File: config.mk
export PLATFORM = sky130hd
export DESIGN_NAME = inst_fetcher
export DESIGN_NICKNAME = d
export VERILOG_FILES = /design/src/rtl/inst_fetcher_pkg.sv /design/src/rtl/fet_icache.sv /design/src/rtl/inst_fetcher.sv
export SDC_FILE = /design/constraint.sdc
export NUM_CORES = 2
export LEC_CHECK = 0
export ABC_AREA = 1
export BUFFER_PORTS_ARGS = -buffer_cell sky130_fd_sc_hd__buf_2
export CAP_MARGIN = 10
export CORE_UTILIZATION = 37
export DETAILED_ROUTE_END_ITERATION = 10
export PLACE_DENSITY = 0.61
export SYNTH_ARGS = -nofsm -noshare
export SYNTH_HDL_FRONTEND = slang
export SYNTH_SLANG_ARGS = --single-unit
File: constraint.sdc
create_clock -name clk -period 3.8 [get_ports clk]
set_input_delay 0.38 -clock clk [delete_from_list [all_inputs] [get_ports clk]]
set_output_delay 0.38 -clock clk [all_outputs]
set_load 0.05 [all_outputs]
File: src/rtl/inst_fetcher_pkg.sv
// Shared types and constants for the instruction fetcher and its cache.
// FET_JAL_PREDICT_EN (optional define) enables static JAL target redirection.
package inst_fetcher_pkg;

    localparam int WORD_W = 32;
    typedef logic [WORD_W-1:0] word_t;

    localparam word_t      ZERO_WORD     = '0;
    localparam word_t      PC_ALIGN_MASK = 32'hFFFF_FFFC;
    localparam logic       TRUE          = 1'b1;
    localparam logic       FALSE         = 1'b0;
    localparam logic [6:0] JAL_OPCODE    = 7'b1101111;

    typedef enum logic [1:0] {
        IDLE     = 2'd0,
        WAIT_MEM = 2'd1,
        DISCARD  = 2'd2
    } fet_state_e;

    // J-type immediate; only bits [31:12] of the instruction carry it.
    function automatic word_t jal_imm(input logic [31:12] inst_hi);
        return {{11{inst_hi[31]}}, inst_hi[31], inst_hi[19:12], inst_hi[20],
                inst_hi[30:21], 1'b0};
    endfunction

endpackage

File: src/rtl/fet_icache.sv
// Direct-mapped instruction cache, one word per line: combinational hit/data
// read port and a registered fill port. Only rst clears the valid bits.
module fet_icache
    import inst_fetcher_pkg::*;
#(
    parameter  int IDX_W = 6,
    localparam int TAG_W = WORD_W - IDX_W - 2
) (
    input  logic             clk,
    input  logic             rst,
    input  logic [IDX_W-1:0] rd_idx_i,
    input  logic [TAG_W-1:0] rd_tag_i,
    output logic             rd_hit_o,
    output word_t            rd_data_o,
    input  logic             wr_en_i,
    input  logic [IDX_W-1:0] wr_idx_i,
    input  logic [TAG_W-1:0] wr_tag_i,
    input  word_t            wr_data_i
);

    localparam int LINES = 2 ** IDX_W;

    logic [LINES-1:0] valid_q;
    logic [TAG_W-1:0] tag_q  [LINES];
    word_t            data_q [LINES];

    always_ff @(posedge clk) begin
        if (rst) begin
            valid_q <= '0;
        end else if (wr_en_i) begin
            valid_q[wr_idx_i] <= TRUE;
        end
    end

    always_ff @(posedge clk) begin
        if (wr_en_i) begin
            tag_q[wr_idx_i]  <= wr_tag_i;
            data_q[wr_idx_i] <= wr_data_i;
        end
    end

    assign rd_hit_o  = valid_q[rd_idx_i] && (tag_q[rd_idx_i] == rd_tag_i);
    assign rd_data_o = data_q[rd_idx_i];

endmodule

File: src/rtl/inst_fetcher.sv
// Front-end fetch stage: PC, I-cache miss handling and one-per-cycle issue.
// Define FET_JAL_PREDICT_EN to redirect the PC to JAL targets at issue time.
module inst_fetcher
    import inst_fetcher_pkg::*;
#(
    parameter int    ICACHE_IDX_W = 6,
    parameter word_t RESET_PC     = 32'h0
) (
    input  logic       clk,
    input  logic       rst,
    input  logic       rdy,
    output logic       mc_req_out,
    output word_t      mc_addr_out,
    input  logic       mc_ack_in,
    input  word_t      mc_data_in,
    input  logic       dis_stall_in,
    input  logic       rob_flush_in,
    input  word_t      rob_target_pc_in,
    output logic       dec_issue_out,
    output word_t      dec_inst_out,
    output word_t      dec_pc_out,
    output fet_state_e dbg_state_out
);

    localparam int TAG_W = WORD_W - ICACHE_IDX_W - 2;

    fet_state_e state_q;
    word_t      pc_q;
    logic       mc_req_q;
    word_t      mc_addr_q;
    logic       issue_q;
    word_t      inst_q;
    word_t      ipc_q;

    logic       hit;
    word_t      line_data;
    logic       fill_en;
    word_t      pc_seq_d;

    // Fills land even after a flush: the requested address is still a real line.
    assign fill_en = rdy && (state_q != IDLE) && mc_ack_in;

    fet_icache #(.IDX_W(ICACHE_IDX_W)) u_icache (
        .clk       (clk),
        .rst       (rst),
        .rd_idx_i  (pc_q[ICACHE_IDX_W+1:2]),
        .rd_tag_i  (pc_q[WORD_W-1:ICACHE_IDX_W+2]),
        .rd_hit_o  (hit),
        .rd_data_o (line_data),
        .wr_en_i   (fill_en),
        .wr_idx_i  (mc_addr_q[ICACHE_IDX_W+1:2]),
        .wr_tag_i  (mc_addr_q[WORD_W-1:ICACHE_IDX_W+2]),
        .wr_data_i (mc_data_in)
    );

    always_comb begin
        pc_seq_d = pc_q + 32'd4;
`ifdef FET_JAL_PREDICT_EN
        if (line_data[6:0] == JAL_OPCODE) begin
            pc_seq_d = (pc_q + jal_imm(line_data[31:12])) & PC_ALIGN_MASK;
        end
`endif
    end

    always_ff @(posedge clk) begin
        if (rst) begin
            state_q   <= IDLE;
            pc_q      <= RESET_PC & PC_ALIGN_MASK;
            mc_req_q  <= FALSE;
            mc_addr_q <= ZERO_WORD;
            issue_q   <= FALSE;
            inst_q    <= ZERO_WORD;
            ipc_q     <= ZERO_WORD;
        end else if (!rdy) begin
            issue_q <= FALSE;
        end else begin
            issue_q <= FALSE;
            if (rob_flush_in) begin
                pc_q <= rob_target_pc_in & PC_ALIGN_MASK;
                if (state_q != IDLE) begin
                    // An outstanding request must still complete before new fetches.
                    if (mc_ack_in) begin
                        mc_req_q <= FALSE;
                        state_q  <= IDLE;
                    end else begin
                        state_q <= DISCARD;
                    end
                end
            end else begin
                case (state_q)
                    IDLE: begin
                        if (hit) begin
                            if (!dis_stall_in) begin
                                issue_q <= TRUE;
                                inst_q  <= line_data;
                                ipc_q   <= pc_q;
                                pc_q    <= pc_seq_d;
                            end
                        end else begin
                            mc_req_q  <= TRUE;
                            mc_addr_q <= pc_q;
                            state_q   <= WAIT_MEM;
                        end
                    end
                    WAIT_MEM, DISCARD: begin
                        if (mc_ack_in) begin
                            mc_req_q <= FALSE;
                            state_q  <= IDLE;
                        end
                    end
                    default: state_q <= IDLE;
                endcase
            end
        end
    end

    assign mc_req_out    = mc_req_q;
    assign mc_addr_out   = mc_addr_q;
    assign dec_issue_out = issue_q;
    assign dec_inst_out  = inst_q;
    assign dec_pc_out    = ipc_q;
    assign dbg_state_out = state_q;

endmodule

==> impl_metrics.prom <==
# TYPE chip_impl_metric gauge
chip_impl_metric{name="reg2regPathDepth",unit=""} 27
chip_impl_metric{name="fp-row-count",unit=""} 233
chip_impl_metric{name="grt_pass1_wl",unit="mm"} 703
chip_impl_info{name="endpoint",value="mc_addr_out[26]"} 1
chip_impl_metric{name="mappedNetlistArea",unit="sq mm"} 0.150
chip_impl_metric{name="floorplan.initialDensity",unit="%"} 37.2
chip_impl_metric{name="finalHoldViolations",unit=""} 0
chip_impl_metric{name="syn_avg_cell_area",unit="sq um"} 12.2
chip_impl_metric{name="synth_compound_gate_area_share",unit="%"} 7.23
chip_impl_metric{name="cellPowerDensity",unit="mW/mm^2"} 503
chip_impl_metric{name="timing.final.max_slew_violations",unit=""} 0
chip_impl_metric{name="fin_nets",unit=""} 12752
chip_impl_metric{name="number_of_enable_type_register_cells_in_the_synthesized_netlist",unit=""} 3584
chip_impl_metric{name="worst_ep_required_time",unit="ns"} 4.66
chip_impl_metric{name="dieHeight",unit="um"} 639
chip_impl_metric{name="drive_above_1_share",unit="%"} 11.8
chip_impl_metric{name="gp_congestion",unit=""} 0.939
chip_impl_metric{name="die_width",unit="um"} 639
chip_impl_metric{name="cts-root-to-sink-buffers",unit=""} 4
chip_impl_info{name="start_kind",value="flop"} 1
chip_impl_metric{name="report.power.total",unit="mW"} 88.2
chip_impl_info{name="synth_top_family_by_area",value="simple AND/OR/NAND/NOR gates"} 1
chip_impl_metric{name="cap_violations",unit=""} 0
chip_impl_metric{name="worst_ir_drop_vdd",unit="V"} 0.000446
chip_impl_metric{name="layout-area-overhead-vs-synth",unit="%"} 17.0
chip_impl_metric{name="grt.total_usage",unit="%"} 23.8
chip_impl_metric{name="dr.pass1.iters",unit=""} 8
chip_impl_info{name="setup_repair_after_global_routing_missed_its_margin",value="true"} 1
chip_impl_metric{name="skew",unit="ns"} 0.103
chip_impl_metric{name="fp.dieArea",unit="sq mm"} 0.408
chip_impl_metric{name="comb_pwr_share",unit="%"} 6.9
chip_impl_metric{name="seq_power_share",unit="%"} 52.3
chip_impl_info{name="r2r-end",value="mc_addr_out[26]"} 1
chip_impl_metric{name="synth-warning-count",unit=""} 0
chip_impl_metric{name="post_detailed_route_count_of_antenna_violating_nets",unit=""} 0
chip_impl_info{name="path_class",value="reg2reg"} 1
chip_impl_info{name="cts_tree",value="yes"} 1
chip_impl_metric{name="wirelength",unit="mm"} 505
chip_impl_metric{name="grt_pass1_vias",unit=""} 95534
chip_impl_metric{name="drt_iter0_drc",unit=""} 16011
chip_impl_info{name="synth.top_cells.by_area",value="sky130_fd_sc_hd__edfxtp_1 72%, sky130_fd_sc_hd__nand2_1 6.4%, sky130_fd_sc_hd__nand3_1 5.1%"} 1
chip_impl_metric{name="cts-buffers-inserted",unit=""} 371
chip_impl_info{name="layout.cells.most_common",value="sky130_fd_sc_hd__edfxtp_1"} 1
chip_impl_metric{name="setup_viol",unit=""} 0
chip_impl_metric{name="synthArstFlopShare",unit="%"} 0
chip_impl_metric{name="cp_data_arrival_time",unit="ns"} 4.64
chip_impl_info{name="hold_path_class",value="in2reg"} 1
chip_impl_metric{name="drt_drc_violations_left",unit=""} 0
chip_impl_metric{name="clk-insertion-delay-late",unit="ns"} 0.98
chip_impl_metric{name="power_leakage",unit="nW"} 60.8
chip_impl_metric{name="boundary_pin_count",unit=""} 170
chip_impl_metric{name="post-dp-hpwl",unit="mm"} 265
chip_impl_metric{name="layout_min_cycle_time",unit="ns"} 3.78
chip_impl_metric{name="route.vias.total",unit=""} 104136
chip_impl_metric{name="grt_max_degree",unit=""} 174
chip_impl_metric{name="r2r_slack",unit="ns"} 0.02
chip_impl_metric{name="switching_share",unit="%"} 23.1
chip_impl_metric{name="synth_seq_area_share",unit="%"} 74.4
chip_impl_metric{name="netlist_instances",unit=""} 12285
chip_impl_metric{name="clock_tree.htree_level_count",unit=""} 5
chip_impl_metric{name="slew_at_the_pin_closest_to_its_max_slew_limit",unit="ns"} 1.18
chip_impl_metric{name="synth_seq_cells",unit=""} 3780
chip_impl_info{name="synthFlopType",value="sky130_fd_sc_hd__edfxtp_1"} 1
chip_impl_metric{name="grt_antenna_before_repair",unit=""} 31
chip_impl_metric{name="port-buffer-count",unit=""} 163
chip_impl_metric{name="drt-wirelength-per-cell",unit="um"} 27.4
chip_impl_metric{name="final_util",unit="%"} 43.5
chip_impl_info{name="synth_area_leader_cell",value="sky130_fd_sc_hd__edfxtp_1"} 1
chip_impl_metric{name="setup_total_negative_slack",unit="ns"} 0
chip_impl_metric{name="synthAdderAreaFrac",unit="%"} 0.0167
chip_impl_metric{name="synth_simple_gate_area_share",unit="%"} 15.4
chip_impl_metric{name="switchingPower",unit="mW"} 20.4
chip_impl_info{name="timing.critical_path.to_type",value="flop"} 1
chip_impl_metric{name="internal_cell_power",unit="mW"} 67.8
chip_impl_metric{name="path_max_fanout",unit=""} 13
chip_impl_metric{name="synth-xor-area-share",unit="%"} 0.0993
chip_impl_metric{name="max-slew-margin-rel",unit="%"} 21.6
chip_impl_info{name="layout_common_cells",value="3584 x sky130_fd_sc_hd__edfxtp_1, 2530 x sky130_fd_sc_hd__nand2_1, 1511 x sky130_fd_sc_hd__nand3_1"} 1
chip_impl_metric{name="post-route-worst-setup-slack",unit="ns"} 0.0176
chip_impl_metric{name="route.detailed.vias_per_inst",unit=""} 5.66
chip_impl_metric{name="preCtsSetupSlack",unit="ns"} -0.395
chip_impl_metric{name="overflow",unit=""} 0
chip_impl_metric{name="final_min_period_over_clock_period",unit="%"} 99.5
chip_impl_metric{name="fraction_of_synthesized_area_in_multiplexers",unit="%"} 0.0868
chip_impl_metric{name="area_of_the_core",unit="sq mm"} 0.403
chip_impl_metric{name="clkSinkCount",unit=""} 3780
chip_impl_metric{name="post-synth-top-area-fraction",unit="%"} 71.8
chip_impl_metric{name="maximum_clock_rate",unit="GHz"} 0.264
chip_impl_metric{name="part_of_the_power_in_the_clock_network",unit="%"} 40.8
chip_impl_info{name="outcome",value="completed"} 1
chip_impl_info{name="ctsRootBufferMaster",value="sky130_fd_sc_hd__clkbuf_16"} 1
chip_impl_metric{name="synth_cell_type_count",unit=""} 44
chip_impl_metric{name="path_clk_slew",unit="ns"} 0.07
## registers in the layout (all words and copies together) (netlist names), named ones only
signal	count
dbg_state_out	2
dec_inst_out	32
dec_issue_out	1
dec_pc_out	30
mc_addr_out	30
mc_req_out	1
pc_q	30
u_icache.data_q	2048
u_icache.tag_q	1536
u_icache.valid_q	64
## critical path: stages, from the launching register on
cell	delay [ns]
sky130_fd_sc_hd__dfxtp_4	0.37
sky130_fd_sc_hd__buf_12	0.18
sky130_fd_sc_hd__buf_6	0.17
sky130_fd_sc_hd__buf_12	0.18
sky130_fd_sc_hd__buf_6	0.15
sky130_fd_sc_hd__nand2_1	0.05
sky130_fd_sc_hd__nand3_1	0.07
sky130_fd_sc_hd__nand3_1	0.11
sky130_fd_sc_hd__nand2_1	0.08
sky130_fd_sc_hd__nand2_1	0.12
sky130_fd_sc_hd__nand3_1	0.15
sky130_fd_sc_hd__nand3_4	0.14
sky130_fd_sc_hd__buf_4	0.17
sky130_fd_sc_hd__nand3_1	0.08
sky130_fd_sc_hd__nand2_1	0.09
sky130_fd_sc_hd__nor2_1	0.10
sky130_fd_sc_hd__nand2_1	0.10
sky130_fd_sc_hd__nor2_2	0.13
sky130_fd_sc_hd__nand3_4	0.15
sky130_fd_sc_hd__buf_4	0.18
sky130_fd_sc_hd__nand2_4	0.12
sky130_fd_sc_hd__nor2_4	0.06
sky130_fd_sc_hd__buf_12	0.16
sky130_fd_sc_hd__buf_4	0.16
sky130_fd_sc_hd__nand2_1	0.05
sky130_fd_sc_hd__nand2_1	0.07
sky130_fd_sc_hd__nor2_2	0.13
sky130_fd_sc_hd__buf_4	0.11
## how the worst min path moves through the flow
stage	startpoint	to	slack, ns	cells past startpoint
after detailed placement	u_icache.valid_q[20]	u_icache.valid_q[20]	0.45	1
final	dis_stall_in	pc_q[9]	0.07	5
after global placement	u_icache.valid_q[51]	u_icache.valid_q[51]	0.45	1
after floorplan	u_icache.valid_q[11]	u_icache.valid_q[11]	0.44	2
after global routing	dis_stall_in	pc_q[10]	0.07	5
after CTS	dis_stall_in	pc_q[28]	0.04	4
## through the flow
stage	cells	instance area [sq um]	hold slack (ns)
final	18391	175000	0.0716
after global routing	18386	175000	0.0723
after CTS	18343	174000	0.0407
after detailed placement	17627	162000	0.453
after global placement	17627	162000	0.447
after floorplan	12288	150000	0.441
## cells by family (layout without fill, tap and decap cells)
family / Yosys count / in the layout
other: 1 / 12
XOR/XNOR: 17 / 17
AND/OR/NAND/NOR: 5603 / 5603
AO/OA/AOI/OAI: 1861 / 1861
buffers and inverters: 1008 / 1698
adder cells (fa/ha/maj): 2 / 2
flip-flops: 3780 / 3780
multiplexers: 13 / 13
## synthesized netlist by cell type (all sizes together), types with 66 or more instances
library cell	number
a21oi	118
buf	311
clkbuf	534
dfxtp	196
edfxtp	3584
inv	160
nand2	2545
nand3	1539
nor2	1480
o211ai	66
o21ai	1070
o221ai	186
o22ai	323
## routing by layer
metal	GRT usage [%]	share of wire (%)	vias up
met5	0	0.021	-
met1	32.3	39	51817
met2	37.6	46	5977
met3	3.78	10	1151
met4	10.9	5.3	18
li1	-	-	45173
## timing repair
item	in CTS	in global routing
pin swaps	2	13
setup buffers	6	24
hold buffers	34	0
hold endpoints to repair	57	0
resized for setup	34	80
endpoints found under the setup margin	93	129
cloned	5	16
## power groups by stage
| stage | clock [mW] | sequential (mW) | combinational (mW) |
|---|---|---|---|
| floorplan | 0 | 47.0 | 2.96 |
| global placement | 0 | 47.0 | 5.69 |
| detailed placement | 0 | 47.0 | 5.73 |
| CTS | 36.3 | 46.1 | 5.85 |
| global route | 37.8 | 46.1 | 6.49 |
| finish | 36.0 | 46.1 | 6.07 |
## final cells by class
type	count	area, sq um
Antenna cell	8	20.0
Clock buffer	468	9930
Clock inverter	203	1720
Fill cell	36699	228000
Inverter	163	694
Multi-Input combinational cell	7500	35000
Sequential cell	3780	112000
Tap cell	5405	6760
Timing Repair Buffer	863	9560
Timing Repair inverter	1	11.3
Power figures use the tool's default switching activity.
